[config.mk]
export PLATFORM = sky130hd
export DESIGN_NAME = lap_split_buffer
export DESIGN_NICKNAME = d
export VERILOG_FILES = /design/src/rtl/stopwatch_pkg.sv /design/src/rtl/lap_store.sv /design/src/rtl/lap_split_buffer.sv
export SDC_FILE = /design/constraint.sdc
export NUM_CORES = 1
export LEC_CHECK = 0
export CAP_MARGIN = 20
export CORE_UTILIZATION = 25
export CTS_CLUSTER_DIAMETER = 30
export DETAILED_ROUTE_END_ITERATION = 10
export GPL_ROUTABILITY_DRIVEN = 0
export GPL_TIMING_DRIVEN = 0
export HOLD_SLACK_MARGIN = 0.06
export PLACE_DENSITY = 0.46
export SLEW_MARGIN = 30
export SYNTH_ARGS = -nofsm -noshare
export SYNTH_HDL_FRONTEND = slang
export SYNTH_SLANG_ARGS = --single-unit
export TNS_END_PERCENT = 1
[constraint.sdc]
create_clock -name clk -period 2.8 [get_ports clk]
set_clock_uncertainty 0.2 [all_clocks]
set_input_delay 0.56 -clock clk [delete_from_list [all_inputs] [get_ports clk]]
set_output_delay 0.56 -clock clk [all_outputs]
set_load 0.03 [all_outputs]
[src/rtl/stopwatch_pkg.sv]
// Shared stopwatch types: display word geometry and the lap-buffer state enum.
package stopwatch_pkg;

   localparam int DIGIT_W = 4;
   localparam int WORD_W  = 4 * DIGIT_W;

   typedef enum logic {
      LIVE   = 1'b0,
      RECALL = 1'b1
   } sw_state_t;

endpackage

[src/rtl/lap_store.sv]
// DEPTH x WIDTH lap register array: one synchronous write port, combinational read.
module lap_store #(
   parameter int DEPTH = 4,
   parameter int WIDTH = 16
) (
   input  logic                     clk,
   input  logic                     we,
   input  logic [$clog2(DEPTH)-1:0] waddr,
   input  logic [WIDTH-1:0]         wdata,
   input  logic [$clog2(DEPTH)-1:0] raddr,
   output logic [WIDTH-1:0]         rdata
);

   logic [WIDTH-1:0] mem [DEPTH];

   // Contents are deliberately left unreset; lap_count hides stale slots.
   always_ff @(posedge clk) begin
      if (we) mem[waddr] <= wdata;
   end

   assign rdata = mem[raddr];

endmodule

[src/rtl/lap_split_buffer.sv]
// Stopwatch lap buffer: captures split times and lets the user step through them on the display.
//
//   state  | meaning
//   LIVE   | display follows the running stopwatch digits
//   RECALL | display shows stored lap rd_idx; idle timer returns to LIVE
module lap_split_buffer
   import stopwatch_pkg::*;
#(
   parameter int DEPTH   = 4,
   parameter int TIMEOUT = 200_000_000
) (
   input  logic                     clk,
   input  logic                     reset,
   input  logic [WORD_W-1:0]        live_digits,
   input  logic                     lap,
   input  logic                     recall,
   input  logic                     clear,
   output logic [WORD_W-1:0]        dataOut,
   output logic                     showing_lap,
   output logic [$clog2(DEPTH):0]   lap_count,
   output logic                     overflow
);

   localparam int AW = $clog2(DEPTH);
   localparam int CW = AW + 1;
   localparam int TW = $clog2(TIMEOUT);

   sw_state_t         state, state_nx;
   logic [AW-1:0]     rd_idx, rd_idx_nx;
   logic [TW-1:0]     tmr, tmr_nx;
   logic              full, last, we;
   logic [WORD_W-1:0] rdata;

   assign full = (lap_count == CW'(DEPTH));
   assign last = (CW'(rd_idx) == lap_count - CW'(1));

   lap_store #(
      .DEPTH (DEPTH),
      .WIDTH (WORD_W)
   ) u_store (
      .clk   (clk),
      .we    (we),
      .waddr (lap_count[AW-1:0]),
      .wdata (live_digits),
      .raddr (rd_idx),
      .rdata (rdata)
   );

   always_ff @(posedge clk or negedge reset) begin
      if (!reset) begin
         state  <= LIVE;
         rd_idx <= '0;
         tmr    <= '0;
      end else begin
         state  <= state_nx;
         rd_idx <= rd_idx_nx;
         tmr    <= tmr_nx;
      end
   end

   always_comb begin
      state_nx  = state;
      rd_idx_nx = rd_idx;
      tmr_nx    = tmr;
      we        = 1'b0;
      if (clear) begin
         state_nx  = LIVE;
         rd_idx_nx = '0;
         tmr_nx    = '0;
      end else begin
         unique case (state)
            LIVE: begin
               if (recall && lap_count != '0) begin
                  state_nx  = RECALL;
                  rd_idx_nx = '0;
                  tmr_nx    = '0;
               end
            end
            RECALL: begin
               if (recall) begin
                  tmr_nx = '0;
                  if (last) begin
                     state_nx  = LIVE;
                     rd_idx_nx = '0;
                  end else begin
                     rd_idx_nx = rd_idx + AW'(1);
                  end
               end else if (tmr == TW'(TIMEOUT - 1)) begin
                  state_nx  = LIVE;
                  rd_idx_nx = '0;
                  tmr_nx    = '0;
               end else begin
                  tmr_nx = tmr + TW'(1);
               end
            end
            default: state_nx = LIVE;
         endcase
         // Recall above decides on the pre-edge count, so a same-cycle lap never races it.
         we = lap && !full;
      end
   end

   always_ff @(posedge clk or negedge reset) begin
      if (!reset) begin
         lap_count <= '0;
         overflow  <= 1'b0;
      end else if (clear) begin
         lap_count <= '0;
         overflow  <= 1'b0;
      end else if (lap) begin
         if (full) overflow  <= 1'b1;
         else      lap_count <= lap_count + CW'(1);
      end
   end

   always_ff @(posedge clk or negedge reset) begin
      if (!reset) begin
         dataOut     <= '0;
         showing_lap <= 1'b0;
      end else begin
         dataOut     <= (state == RECALL) ? rdata : live_digits;
         showing_lap <= (state == RECALL);
      end
   end

endmodule

---- Yosys cells after proc, flatten, opt, wreduce, memory -nomap -nowiden ----
Memory sizes are Yosys's and may differ from the RTL's.
Cells that the tools add are included.
storage, ports and cells
  input port bits ......................... 21
  word-level logic and storage cells ...... 55
  output and inout bits ................... 21
  flip-flop bits (word level) ............. 52
  memories ................................ 1
  bits in writable memories ............... 64
memory list
  memory       depth  bits a word  read ports  clocked after memory_dff  write ports  RTL line         source
  u_store.mem  4      16           1           0                         1            lap_store.sv:14  logic [WIDTH-1:0] mem [DEPTH];
cells by class
  bitwise operators ....................... 1
  reduce and logical (&&, ||, !) cells .... 9
  add/subtract/negate cells ............... 4
  eq/ne operators ......................... 6
  multiplexer cells ....................... 27
operators by type and width
  cell                                                                count
  28-bit 2-to-1 mux                                                   4
  28-bit case mux with 2 select lines                                 1
  28-bit by 1-bit adder with 28-bit output, second input constant     1
  28-bit == test, second input constant                               1
  16-bit 2-to-1 mux                                                   1
  1-bit 2-to-1 mux                                                    11
  2-bit 2-to-1 mux                                                    5
  3-bit 2-to-1 mux                                                    3
  2-bit AND reduction                                                 3
  4-bit by 3-bit != test with 1-bit output, second input constant     1
  2-bit case mux with 2 select lines                                  1
  2-bit nonzero test                                                  2
  3-bit by 1-bit adder with 3-bit output, second input constant       1
  2-bit by 3-bit == test with 1-bit output                            1
  3-bit == test, second input constant                                1
  3-bit != test, second input constant                                1
  3-bit nonzero test                                                  1
  3-bit by 1-bit subtractor with 3-bit output, second input constant  1
  2-bit by 1-bit adder with 2-bit output, second input constant       1
  1-bit logical AND                                                   2
  2-bit != test, second input constant                                1
  1-bit case mux with 2 select lines                                  1
  1-bit zero test                                                     1
  1-bit inverter                                                      1

---- Depth between registers and ports, before layout ----
  word-level depth ........................ 6
  mapped depth ............................ 8
  mapped depth without buffers ............ 7

---- Hierarchy ----
A second synthesis with hierarchy kept.
unflattened totals
  cells, all modules ...................... 330
  area total of the unflattened synthesis .. 4951.0 um^2
modules (own cells, without submodules)
  module            seq. area each (um^2)  area an instance (um^2)  times used  cells an instance
  lap_split_buffer  1301.2                 2573.7                   1           242
  lap_store         1921.8                 2377.3                   1           88

---- Worst setup path after synthesis ----
Ideal clock, no wire load.
  kind .................................... register to register
  start point ............................. register lap_count[0]
  end point ............................... register tmr[25]
  arrival ................................. 2.444 ns
  data required time ...................... 2.522 ns
  stages on the path, launching flop included .. 9
  slack ................................... 0.078 ns
  buffers on the path ..................... 1
  library setup time ...................... 0.078 ns
  clock period less this slack ............ 2.722 ns
  cell sequence ........................... dfrtp_1 -> inv_1 -> ha_1 -> nand2b_1 -> a211oi_1 -> or4_1 -> buf_2 -> or4_1 -> a21oi_1
between the ends
  cells in the longest elaborated chain, start to end .. 3
RTL lines
  what                     RTL line                 source
  from (decl)              lap_split_buffer.sv:20   output logic [$clog2(DEPTH):0] lap_count,
  from (signal assigned)   lap_split_buffer.sv:112  else lap_count <= lap_count + CW'(1);
  3-bit nonzero test       lap_split_buffer.sv:73   if (recall && lap_count != '0) begin
  1-bit logical AND        lap_split_buffer.sv:73
  3-bit != test (no line)  -
  to (signal assigned)     lap_split_buffer.sv:57   tmr <= tmr_nx;
  to (decl)                lap_split_buffer.sv:30   logic [TW-1:0] tmr, tmr_nx;
No other way between the ends.
A chain may end at the register's enable or synchronous reset.

---- Worst setup path in the final report ----
  start point ............................. register tmr[3]
  end point ............................... register tmr[25]
between the ends
  cells in the longest elaborated chain, start to end .. 5
  elaborated cells between the ends (all ways) .. 6
  classes of those cells .................. add/sub (1); eq/ne (1); mux (4)
RTL lines
  what                                                                               RTL line                                        source
  28-bit by 1-bit adder with 28-bit output / 28-bit == test (equally long branches)  lap_split_buffer.sv:93, lap_split_buffer.sv:88
  28-bit 2-to-1 mux *                                                                lap_split_buffer.sv:88                          end else if (tmr == TW'(TIMEOUT - 1)) begin
  28-bit 2-to-1 mux *                                                                lap_split_buffer.sv:80                          if (recall) begin
  28-bit case mux with 2 select lines *                                              lap_split_buffer.sv:71                          unique case (state)
  28-bit 2-to-1 mux *                                                                lap_split_buffer.sv:66                          if (clear) begin
Mark *: on every way between the ends. The rest lies on a longest branch, timed or not.

==> flow_metrics.env <==
export IMPL_path_delay_family="simple AND/OR/NAND/NOR gates"
export IMPL_powerDensity_mw_per_mm2=714
export IMPL_max_freq_mhz=373
export IMPL_end_kind="flip-flop"
export IMPL_finalNonFillerCells=656
export IMPL_initialDrtViolationCount=154
export IMPL_numPortBuffers=39
export IMPL_cp_slowest_cell="or4_4"
export IMPL_maxSlewViolCount=0
export IMPL_core_area_mm2=0.0189
export IMPL_antenna_found_initial=0
export IMPL_initial_core_util_pct=25.8
export IMPL_hold_path_depth=2
export IMPL_syn_area_mm2=0.00487
export IMPL_row_count=50
export IMPL_routed_wirelength_um=10400
export IMPL_clk_latency_ns=0.41
export IMPL_pin_count=42
export IMPL_diodes=0
export IMPL_reg2reg_depth=6
export IMPL_worst_slew_pin_slew_ns=0.769
export IMPL_ant_nets=0
export IMPL_num_vias=2919
export IMPL_worstPathArrival_ns=2.81
export IMPL_via_per_inst=4.45
export IMPL_relSlewSlack_pct=48.7
export IMPL_rsz0062_at_grt="no"
export IMPL_fp_dieW_um=142
export IMPL_peakVddDrop_mv=0.417
export IMPL_crit_type="flip-flop to flip-flop"
export IMPL_clkSlewWorstSetupHoldPaths_ns=0.05
export IMPL_crit_path_start_kind="flip-flop"
export IMPL_clockBufferDepth=2
export IMPL_synth_async_sr_flop_share_pct=44.8
export IMPL_drc=0
export IMPL_fin_crit_sh_pct=95.7
export IMPL_ys_ff_latch=116
export IMPL_grt_usage_pct=11.4
export IMPL_p_total_mw=4.46
export IMPL_grt_pass1_wl_um=16700
export IMPL_crit_chain="nand4_4 -> or4_4 -> or4_1 -> buf_2 -> or4_1 -> a21oi_1"
export IMPL_seq_area_frac_synth_pct=66.2
export IMPL_grt_max_degree=37
export IMPL_drv_cap=0
export IMPL_final_hold_viol_count=0
export IMPL_placed_cells=623
export IMPL_htree_num_levels=4
export IMPL_path_depth=6
export IMPL_cts_root_buf="clkbuf_16"
export IMPL_nFillCells=1891
export IMPL_cp_required_ns=2.93
export IMPL_drive_gt1_share_pct=19.9
export IMPL_finalNetCount=410
export IMPL_grt_pass1_vias=3011
export IMPL_syn_nets=350
export IMPL_power_leakage_nw=2.18
export IMPL_max_stage_delay_ns=0.58
export IMPL_die_area_mm2=0.0201
export IMPL_post_cts_repair_setup_buffers=0
export IMPL_synthCells=323
export IMPL_synthToLayoutAreaGrowth_pct=28.2
export IMPL_path_buf_inv=1
export IMPL_cts_buffers=17
export IMPL_synth_avg_cell_area_um2=15.1
export IMPL_cts_sinks=116
export IMPL_cp_common_cell="or4_1"
export IMPL_synth_edff_count=64
export IMPL_hpwl_um=6710
export IMPL_yosysWarnings=0
export IMPL_first_pass_iters=4
export IMPL_final_min_clock_period_ns=2.68
export IMPL_synthFlopType="edfxtp_1"
export IMPL_wl_per_cell_um=15.9
export IMPL_cts_tree="yes"
export IMPL_outcome="finished, final reports clean"
export IMPL_ys_types=46
export IMPL_min_path_type="flip-flop to flip-flop"
export IMPL_finalSetupViolCount=0
export IMPL_crit_fanout=10
export IMPL_pre_cts_ws_ns=-0.431
export IMPL_grt_overflow=0
export IMPL_finalWorstSetupSlack_ns=0.120
export IMPL_die_y_um=142
-- power by group --
group / switching, mW / total (mW) / internal (mW)
combinational: 0.221 / 0.382 / 0.161
sequential: 0.0213 / 1.89 / 1.87
clock: 0.745 / 2.19 / 1.44
total: 0.987 / 4.46 / 3.47
-- per-layer routing --
layer | wire length [µm] | up-vias | share of wire [%] | track usage (%)
met2 | 5010 | 64 | 48 | 17.9
met1 | 4800 | 1482 | 46 | 14.4
met4 | 167 | 0 | 1.6 | 4.98
met5 | 0 | - | 0 | 0
li1 | - | 1359 | - | -
met3 | 466 | 14 | 4.5 | 3.51
-- stage by stage --
stage | setup TNS (ns) | cell area [µm²] | util, % | hold slack (ns)
after global routing | 0 | 6240 | 33.1 | 0.358
after floorplan | 0 | 4870 | - | 0.0644
final | 0 | 6240 | 33.1 | 0.308
after global placement | -73.41 | 5590 | 29.6 | 0.287
after CTS | 0 | 6230 | 33.0 | 0.325
after detailed placement | -25.66 | 5610 | 29.7 | 0.258
-- worst reg2reg max path, cell delays in order, from the launching register on --
cell and delay [ns]:
dfrtp_1 0.45, nand4_4 0.20, or4_4 0.59, or4_1 0.41, buf_2 0.18, or4_1 0.41
a21oi_1 0.16
-- kinds of logic (layout without fill, tap and decap cells) --
| logic type | count (synthesis) | in the layout | share of synthesized area [%] |
|---|---|---|---|
| AO/OA/AOI/OAI | 24 | 24 | 3.36 |
| XOR/XNOR | 24 | 24 | 4.31 |
| adder cells (fa/ha/maj) | 6 | 6 | 1.54 |
| buffers and inverters | 20 | 93 | 1.57 |
| flip-flops | 116 | 116 | 66.2 |
| multiplexers | 34 | 34 | 11.5 |
| AND/OR/NAND/NOR | 99 | 99 | 11.5 |
-- flip-flops by register name, indices dropped and copies added (netlist names) --
name,cells
rd_idx,2
state,1
dataOut,16
u_store.mem,64
showing_lap,1
overflow,1
lap_count,3
tmr,28
-- placed cells by master, fill, tap and decap left out, types with 2 or more instances in the layout --
cell type        synthesis  layout
edfxtp_1                64      64
dfrtp_1                 52      51
clkdlybuf4s50_1          0      38
nor2_1                  26      26
mux2_2                  17      17
clkbuf_16                0      17
mux4_2                  16      16
xnor2_1                 16      16
nand4_1                 12      12
nor4_1                  10      10
nand2_1                 10      10
clkbuf_1                 9       9
xor2_1                   8       8
nor3_1                   8       8
a21oi_1                  8       8
inv_1                    6       6
ha_1                     6       6
nand3_1                  5       5
or4_1                    5       5
clkbuf_2                 0       4
and2_2                   0       4
nor4b_1                  4       4
buf_1                    3       3
or3_1                    3       3
o31ai_1                  3       3
bufinv_16                0       3
clkinv_2                 0       3
and4_1                   2       2
a22o_1                   2       2
o21ai_0                  2       2
clkbuf_8                 0       2
clkinv_4                 0       2
-- layout make-up --
type	instances	area (µm²)	area share (%)
Buffer	13	55.1	0.882
Clock buffer	23	468	7.49
Clock inverter	9	130	2.08
Inverter	7	26.3	0.421
Multi-Input combinational cell	187	1600	25.6
Sequential cell	116	3220	51.6
Tap cell	260	325	5.21
Timing Repair Buffer	41	418	6.69
-- worst paths after layout --
kind                                      start                  endpoint  slack (ns)
setup / recovery             tmr[3]$_DFFE_PN0P_       tmr[25]$_DFFE_PN0P_        0.12
hold / removal             overflow$_DFFE_PN0P_      overflow$_DFFE_PN0P_        0.31
setup reg to reg             tmr[3]$_DFFE_PN0P_       tmr[25]$_DFFE_PN0P_        0.12
hold reg to reg            overflow$_DFFE_PN0P_      overflow$_DFFE_PN0P_        0.31
max in group asynchronous                 reset  lap_count[0]$_DFFE_PN0P_        1.55
min in group asynchronous                 reset     dataOut[11]$_DFF_PN0_        0.36
-- cell usage after synthesis (all sizes together), types with 4 or more instances --
cell type / instances / share of area (%)
inv: 6 / 0.46
nor4: 10 / 1.3
xor2: 8 / 1.4
mux2: 17 / 3.9
nand2: 10 / 0.77
xnor2: 16 / 2.9
a21oi: 8 / 0.82
buf: 4 / 0.33
ha: 6 / 1.5
or4: 6 / 1.0
nor4b: 4 / 0.72
clkbuf: 9 / 0.69
nor3: 8 / 0.82
edfxtp: 64 / 39
nor2: 26 / 2.0
mux4: 16 / 7.4
and2: 4 / 0.51
nand4: 13 / 2.0
dfrtp: 52 / 27
nand3: 5 / 0.51
-- timing repair --
item | 4_1_cts | 5_1_grt
hold buffers | 1 | 0
cloned | 0 | 0
gates resized for setup | 6 | 7
setup endpoints to repair | 86 | 79
pin swaps | 0 | 0
hold endpoints to repair | 16 | 0
(Power assumes the default switching activity.)
